[src/rtl/cla_nibble_sequencer.sv]
// Multi-cycle WIDTH-bit add/subtract that reuses one 4-bit carry-lookahead slice,
// one nibble per clock, LSB first, with a start/done handshake and a synchronous abort.

module cla_4b (
  input  logic [3:0] x,
  input  logic [3:0] y,
  input  logic       cin,
  output logic [3:0] s,
  output logic       cout
);
  logic [3:0] g;
  logic [3:0] p;
  logic [3:0] c;

  always_comb begin
    g    = x & y;
    p    = x ^ y;
    c[0] = cin;
    c[1] = g[0] | (p[0] & cin);
    c[2] = g[1] | (p[1] & g[0]) | (p[1] & p[0] & cin);
    c[3] = g[2] | (p[2] & g[1]) | (p[2] & p[1] & g[0]) | (p[2] & p[1] & p[0] & cin);
    cout = g[3] | (p[3] & g[2]) | (p[3] & p[2] & g[1]) | (p[3] & p[2] & p[1] & g[0])
         | (p[3] & p[2] & p[1] & p[0] & cin);
    s    = p ^ c;
  end
endmodule

module cla_nibble_sequencer #(
  parameter int unsigned WIDTH = 32
) (
  input  logic             clk,
  input  logic             rst_n,
  input  logic             start,
  input  logic             sub,
  input  logic [WIDTH-1:0] a,
  input  logic [WIDTH-1:0] b,
  input  logic             abort,
  output logic             busy,
  output logic             done,
  output logic [WIDTH-1:0] result,
  output logic             c_out,
  output logic             ovf
);
  localparam int unsigned N    = WIDTH / 4;
  localparam int unsigned IDXW = (N > 1) ? $clog2(N) : 1;

  typedef enum logic [1:0] {IDLE, RUN, DONE} state_t;

  state_t            state;
  logic [WIDTH-1:0]  op_a;
  logic [WIDTH-1:0]  op_b;
  logic              carry;
  logic              msb_a;
  logic              msb_b;
  logic [IDXW-1:0]   idx;

  logic [3:0]        sum_nib;
  logic              slice_cout;

  cla_4b u_slice (
    .x    (op_a[3:0]),
    .y    (op_b[3:0]),
    .cin  (carry),
    .s    (sum_nib),
    .cout (slice_cout)
  );

  always_ff @(posedge clk or negedge rst_n) begin
    if (!rst_n) begin
      state  <= IDLE;
      op_a   <= '0;
      op_b   <= '0;
      carry  <= 1'b0;
      msb_a  <= 1'b0;
      msb_b  <= 1'b0;
      idx    <= '0;
      busy   <= 1'b0;
      done   <= 1'b0;
      result <= '0;
      c_out  <= 1'b0;
      ovf    <= 1'b0;
    end else begin
      done <= 1'b0;
      case (state)
        IDLE, DONE: begin
          // result/c_out/ovf are deliberately left alone so they hold until the first RUN edge
          if (start) begin
            state <= RUN;
            busy  <= 1'b1;
            op_a  <= a;
            op_b  <= sub ? ~b : b;
            carry <= sub;
            msb_a <= a[WIDTH-1];
            msb_b <= sub ? ~b[WIDTH-1] : b[WIDTH-1];
            idx   <= '0;
          end else begin
            state <= IDLE;
          end
        end
        RUN: begin
          if (abort) begin
            state <= IDLE;
            busy  <= 1'b0;
            idx   <= '0;
          end else begin
            carry  <= slice_cout;
            op_a   <= {4'b0000, op_a[WIDTH-1:4]};
            op_b   <= {4'b0000, op_b[WIDTH-1:4]};
            result <= {sum_nib, result[WIDTH-1:4]};
            if (idx == IDXW'(N - 1)) begin
              state <= DONE;
              busy  <= 1'b0;
              done  <= 1'b1;
              idx   <= '0;
              c_out <= slice_cout;
              ovf   <= (msb_a == msb_b) && (sum_nib[3] != msb_a);
            end else begin
              idx <= idx + IDXW'(1);
            end
          end
        end
        default: begin
          state <= IDLE;
          busy  <= 1'b0;
        end
      endcase
    end
  end
endmodule

[config.mk]
export PLATFORM = sky130hd
export DESIGN_NAME = cla_nibble_sequencer
export DESIGN_NICKNAME = d
export VERILOG_FILES = /design/src/rtl/cla_nibble_sequencer.sv
export SDC_FILE = /design/constraint.sdc
export NUM_CORES = 1
export LEC_CHECK = 0
export ABC_AREA = 1
export CELL_PAD_IN_SITES_DETAIL_PLACEMENT = 0
export CELL_PAD_IN_SITES_GLOBAL_PLACEMENT = 1
export CORE_MARGIN = 1.5
export CORE_UTILIZATION = 35
export CTS_CLUSTER_SIZE = 10
export DETAILED_ROUTE_END_ITERATION = 8
export GPL_ROUTABILITY_DRIVEN = 0
export PLACE_DENSITY = 0.78
export SETUP_SLACK_MARGIN = 0.1
export SYNTH_ARGS = -nofsm -noshare
export SYNTH_HDL_FRONTEND = slang
export SYNTH_SLANG_ARGS = --single-unit
[constraint.sdc]
create_clock -name clk -period 1.61 [get_ports clk]
set_clock_uncertainty 0.05 [all_clocks]
set_input_delay 0.2415 -clock clk [delete_from_list [all_inputs] [get_ports clk]]
set_output_delay 0.2415 -clock clk [all_outputs]
set_load 0.01 [all_outputs]
==> impl_metrics.json <==
{
  "status": "completed",
  "path_class": "reg2reg",
  "wl_per_cell_um": 13.6,
  "drive_gt1_share_pct": 10.4,
  "antenna_found_initial": 0,
  "core_area_um2": 14000,
  "maxCapViolCount": 0,
  "clock_sinks": 108,
  "fin_area_um2": 6870,
  "tritoncts": "yes",
  "hold_ws_ns": 0.317,
  "worst_pin_slew_ns": 0.417,
  "drt_iter0_markers": 209,
  "gr-total-overflow": 0,
  "path_clk_slew_ns": 0.07,
  "final_common_cell": "nand2_1",
  "cp.arrival_ns": 1.66,
  "power_w": 0.0104,
  "rows": 43,
  "hold_class": "in2async",
  "place_area_um2": 6420,
  "maxSlewViolCount": 0,
  "rsz0062_at_grt": "true",
  "io-pin-count": 105,
  "slew_headroom_pct": 72.2,
  "max_freq_ghz": 0.683,
  "grt_pass1_vias": 3989,
  "grt_max_degree": 43,
  "final_core_utilization_pct": 49.1,
  "yosys_warnings": 0,
  "required_ns": 1.80,
  "critPathMaxFanout": 4,
  "final.min_clock_period_ns": 1.47,
  "crit_path_end_kind": "flop",
  "viasPerCell": 4.69,
  "cellPowerDensity_nw_per_um2": 1520,
  "syn_avg_cell_area_um2": 8.94,
  "insertion_delay_ns": 0.35,
  "diodes": 0,
  "cts_inserted_buffers": 9,
  "synth-seq-cells": 108,
  "grt_pass1_wl_um": 19300,
  "final_cell_mix": "nand2_1 (141), dfrtp_1 (108), o21ai_0 (78), clkdlybuf4s50_1 (66), inv_1 (49)",
  "fin_nets": 756,
  "initial_core_util_pct": 36.2,
  "grt_usage_pct": 16.2,
  "p_leak_nw": 3.17,
  "hold_viol_final": 0,
  "mappedNetlistArea_um2": 5060,
  "htreeDepth": 3,
  "synth_cell_types": 29,
  "start_kind": "flop",
  "fin_crit_sh_pct": 91.0,
  "io_buffers": 104,
  "dpl.hpwl_um": 8300,
  "finalSetupViolations": 0,
  "num_vias": 4055,
  "ir_worst_vdd_v": 0.000607,
  "final_antenna_net_count": 0,
  "drcViolationCount": 0,
  "first_pass_iters": 6,
  "synth_fp_nets": 642,
  "die_x_um": 123,
  "ctsLongestPathBuffers": 2,
  "fp.dieArea_um2": 15200,
  "cts_root_buf": "clkbuf_16",
  "wl_um": 11800,
  "netlist_instances": 566,
  "setup_tns_ns": 0,
  "die_y_um": 123,
  "area_growth_pct": 35.7,
  "ys_seq_area_share_pct": 53.4
}
==> report_power, final <==
group	switching [W]	internal, W
sequential	0.000581	0.00375
combinational	0.00211	0.00184
clock	0.00103	0.00110
total	0.00372	0.00669
==> layer usage <==
| layer | vias up | track usage [%] | wire length (um) |
|---|---|---|---|
| li1 | 2063 | - | - |
| met4 | 0 | 5.17 | 170 |
| met5 | - | 0 | 0 |
| met3 | 13 | 2.77 | 512 |
| met1 | 1893 | 22.1 | 5550 |
| met2 | 86 | 26.4 | 5550 |
==> synthesized netlist by cell type (all sizes together) <==
library cell    n  area, um2
nand4           1       6.26
o211ai         27        203
a21oi           7       35.0
nand3b          1       7.51
nor2           19        109
xnor2          32        280
dfrtp         108       2700
nand2         147        559
inv            53        204
a22o            2       17.5
ha              6       75.1
fa              1       20.0
clkbuf          8       32.5
or2             1       6.26
buf            27        160
o21ai         113        566
xor2            1       8.76
a31oi           4       25.0
nand3           8       40.0
==> worst max-delay path, stage by stage (launching register included) <==
cell and delay, ns:
dfrtp_1 0.43, ha_4 0.24, or2_4 0.23, nand2_4 0.07, nand2_4 0.06, nand2_4 0.09, nand3_1 0.07, nand3_1 0.07
nand2_1 0.05
==> registers in the layout, indices dropped and copies added (netlist names) <==
register  flops
op_a         32
op_b         32
result       32
idx           3
state         2
busy          1
c_out         1
carry         1
done          1
msb_a         1
msb_b         1
ovf           1
==> cells by family after synthesis <==
family,count (synthesis),share of synthesized area (%)
AO/OA/AOI/OAI,153,16.7
flip-flops,108,53.4
AND/OR/NAND/NOR,177,14.4
XOR/XNOR,33,5.72
adder cells (fa/ha/maj),7,1.88
buffers and inverters,88,7.84
==> through the flow <==
| step | setup slack (ns) | cells |
|---|---|---|
| after floorplan | 0.147 | 566 |
| after global placement | -0.0407 | 840 |
| after detailed placement | -0.0865 | 840 |
| after CTS | 0.113 | 859 |
| after global routing | 0.0312 | 865 |
| final | 0.145 | 865 |
==> cell type report <==
cell class | count | area, um2
repair buffers | 138 | 1420
well taps | 180 | 225
clock inverters | 6 | 47.5
multi-input cells | 370 | 2020
clock buffers | 10 | 239
fillers | 1357 | 7120
inverters | 53 | 209
flip-flops and latches | 108 | 2700
==> path summary, 6_finish.rpt <==
check,start,end,cells after the start,slack (ns)
worst max-delay path,op_a[2],ovf,8,0.14
worst min-delay path,rst_n,op_a[17],2,0.32
worst max register to register,op_a[2],ovf,8,0.14
worst min register to register,op_b[11],op_b[11],2,0.43
max in group asynchronous,rst_n,result[13],3,0.63
min in group clk,a[30],op_a[30],3,0.41
==> repair_timing <==
action	in CTS	in global routing
cloned	0	4
endpoints found under the setup margin	38	26
pin swaps	3	10
buffers inserted	2	2
resized for setup	41	18
endpoints found under the hold margin	27	0
hold buffers	1	0
No activity file was read; power rests on OpenSTA's default activity.
==> RTL change: new RTL, same flow settings <==
Register the inputs `start`, `sub`, `a`, `b` and `abort` before use, cleared by the reset. The logic sees them one clock later.
--- a/src/rtl/cla_nibble_sequencer.sv
+++ b/src/rtl/cla_nibble_sequencer.sv
@@ -48,2 +48,24 @@
 
+  logic start_q;
+  logic sub_q;
+  logic [WIDTH-1:0] a_q;
+  logic [WIDTH-1:0] b_q;
+  logic abort_q;
+
+  always_ff @(posedge clk or negedge rst_n) begin
+    if (!rst_n) begin
+      start_q <= '0;
+      sub_q   <= '0;
+      a_q     <= '0;
+      b_q     <= '0;
+      abort_q <= '0;
+    end else begin
+      start_q <= start;
+      sub_q   <= sub;
+      a_q     <= a;
+      b_q     <= b;
+      abort_q <= abort;
+    end
+  end
+
   state_t            state;
@@ -86,10 +108,10 @@
           // result/c_out/ovf are deliberately left alone so they hold until the first RUN edge
-          if (start) begin
+          if (start_q) begin
             state <= RUN;
             busy  <= 1'b1;
-            op_a  <= a;
-            op_b  <= sub ? ~b : b;
-            carry <= sub;
-            msb_a <= a[WIDTH-1];
-            msb_b <= sub ? ~b[WIDTH-1] : b[WIDTH-1];
+            op_a  <= a_q;
+            op_b  <= sub_q ? ~b_q : b_q;
+            carry <= sub_q;
+            msb_a <= a_q[WIDTH-1];
+            msb_b <= sub_q ? ~b_q[WIDTH-1] : b_q[WIDTH-1];
             idx   <= '0;
@@ -100,3 +122,3 @@
         RUN: begin
-          if (abort) begin
+          if (abort_q) begin
             state <= IDLE;
Function: changed (Yosys sat finds a counterexample within 4 cycles, from zero or initial values and one cycle with rst_n low).
==> RTL change against the unedited design <==
  * Non-clock buffer count unchanged
  * First-iteration DRC count increased by 47%
  * Setup slack got worse by 0.046 ns
  * Total power increased by 37%
  * Design area increased by 30%
  * Area after synthesis increased by 33%
  * Synthesized cell count increased by 12%
  * Routed wire length increased by 19%
  * Sequential cell count increased by 67
  * Critical path type unchanged
  * Critical endpoint unchanged
==> RTL change: results (changes against the unedited design) <==
status: "completed"  # unchanged
crit_start: "op_b[2]$_DFFE_PN0P_"  # was op_a[2]$_DFFE_PN0P_
wire_per_inst_um: 13.9  # was 13.6 um
critPathMaxStageDelay_ns: 0.42
syn_inst: 633  # was 566
critPathCapture: "ovf$_DFFE_PN0P_"  # unchanged
tightest_slew_ns: 0.463  # was 0.417 ns
synth_commonest_cells: "dfrtp_1, nand2_1, o21ai_0, inv_1, xnor2_1"  # was nand2_1, dfrtp_1, o21ai_0, inv_1, xnor2_1
place_area_um2: 8150  # was 6420 um2
dp_cells: 959  # was 840
pwr-share-clk: 0.281  # was 0.204
nFillCells: 1741  # was 1357
drt_iter0_drc: 308  # was 209
grt.met2_usage: 0.209  # was 0.264
vdd_drop_max_uv: 854  # was 607 uV
viasPerCell: 4.61  # was 4.69
internal_power_mw: 9.63  # was 6.69 mW
cts_resized: 40  # was 41
wl_met2_um: 6170  # was 5550 um
yosys-top-cells-area: "dfrtp_1, nand2_1, o21ai_0, xnor2_1, o211ai_1"  # unchanged
first_global_vias: 4430  # was 3989
cp.arrival_ns: 1.78  # was 1.66 ns
met3_length_um: 729  # was 512 um
yosysUniqueCellTypes: 30  # was 29
grt_max_degree: 60  # was 43
syn_nets: 709  # was 642
htree_levels: 4  # was 3
clk_latency_ns: 0.43  # was 0.35 ns
reg2reg_setup_slack_ns: 0.1  # was 0.14 ns
synth.yosys.seq_area_share: 0.651  # was 0.534
drive_above_1_share: 0.113  # was 0.104
final_nets: 832  # was 756
dpl.hpwl_um: 8860  # was 8300 um
met1_length_um: 6820  # was 5550 um
min_path_type: "in2reg"  # was in2async
p_leak_nw: 4.13  # was 3.17 nW
met3_usage: 0.0351  # was 0.0277
## RTL change: cell count changes in the layout (fill, tap and decap cells not counted), moves of 4 or more
cell / change
dfrtp_1: +66
o21ai_1: -14
nand2_1: +10
o21ai_0: +7
clkbuf_16: +6
inv_6: +6
buf_4: -4
## RTL change: worst min-delay path by stage
| stage | start | to | slack (ns) |
|---|---|---|---|
| floorplan | rst_n | a_q[0]$_DFF_PN0_ | -0.10 |
| global placement | rst_n | result[0]$_DFFE_PN0P_ | 0.15 |
| detailed placement | rst_n | result[4]$_DFFE_PN0P_ | 0.15 |
| CTS | a[28] | a_q[28]$_DFF_PN0_ | 0.18 |
| global route | a[26] | a_q[26]$_DFF_PN0_ | 0.17 |
| finish | a[28] | a_q[28]$_DFF_PN0_ | 0.19 |
## RTL change: per-stage QoR
stage	setup slack [ns]	TNS [ns]	total power, mW
final	0.0995	0	14.3
after global routing	-0.00530	-0.00530	15.3
after detailed placement	0.0768	0	10.2
after global placement	0.0952	0	10.1
after CTS	0.0943	0	14.1
after floorplan	0.112	0	8.42
## RTL change: cells by family (layout without fill, tap and decap cells)
family	Yosys count	in the layout	share of synthesized area
buffers and inverters	86	222	0.0575
XOR/XNOR	33	33	0.0430
adder cells (fa/ha/maj)	7	7	0.0141
AO/OA/AOI/OAI	148	148	0.124
flip-flops	175	175	0.651
AND/OR/NAND/NOR	184	184	0.110
## RTL change: cell type report
cell class / instances / area, um2 / share of cell area
sequential: 175 / 4380 / 0.491
tap: 234 / 293 / 0.0328
clock buffer: 17 / 425 / 0.0477
timing repair buffer: 138 / 1440 / 0.162
inverter: 52 / 208 / 0.0233
multi-input combinational: 372 / 2020 / 0.227
clock inverter: 15 / 151 / 0.0170
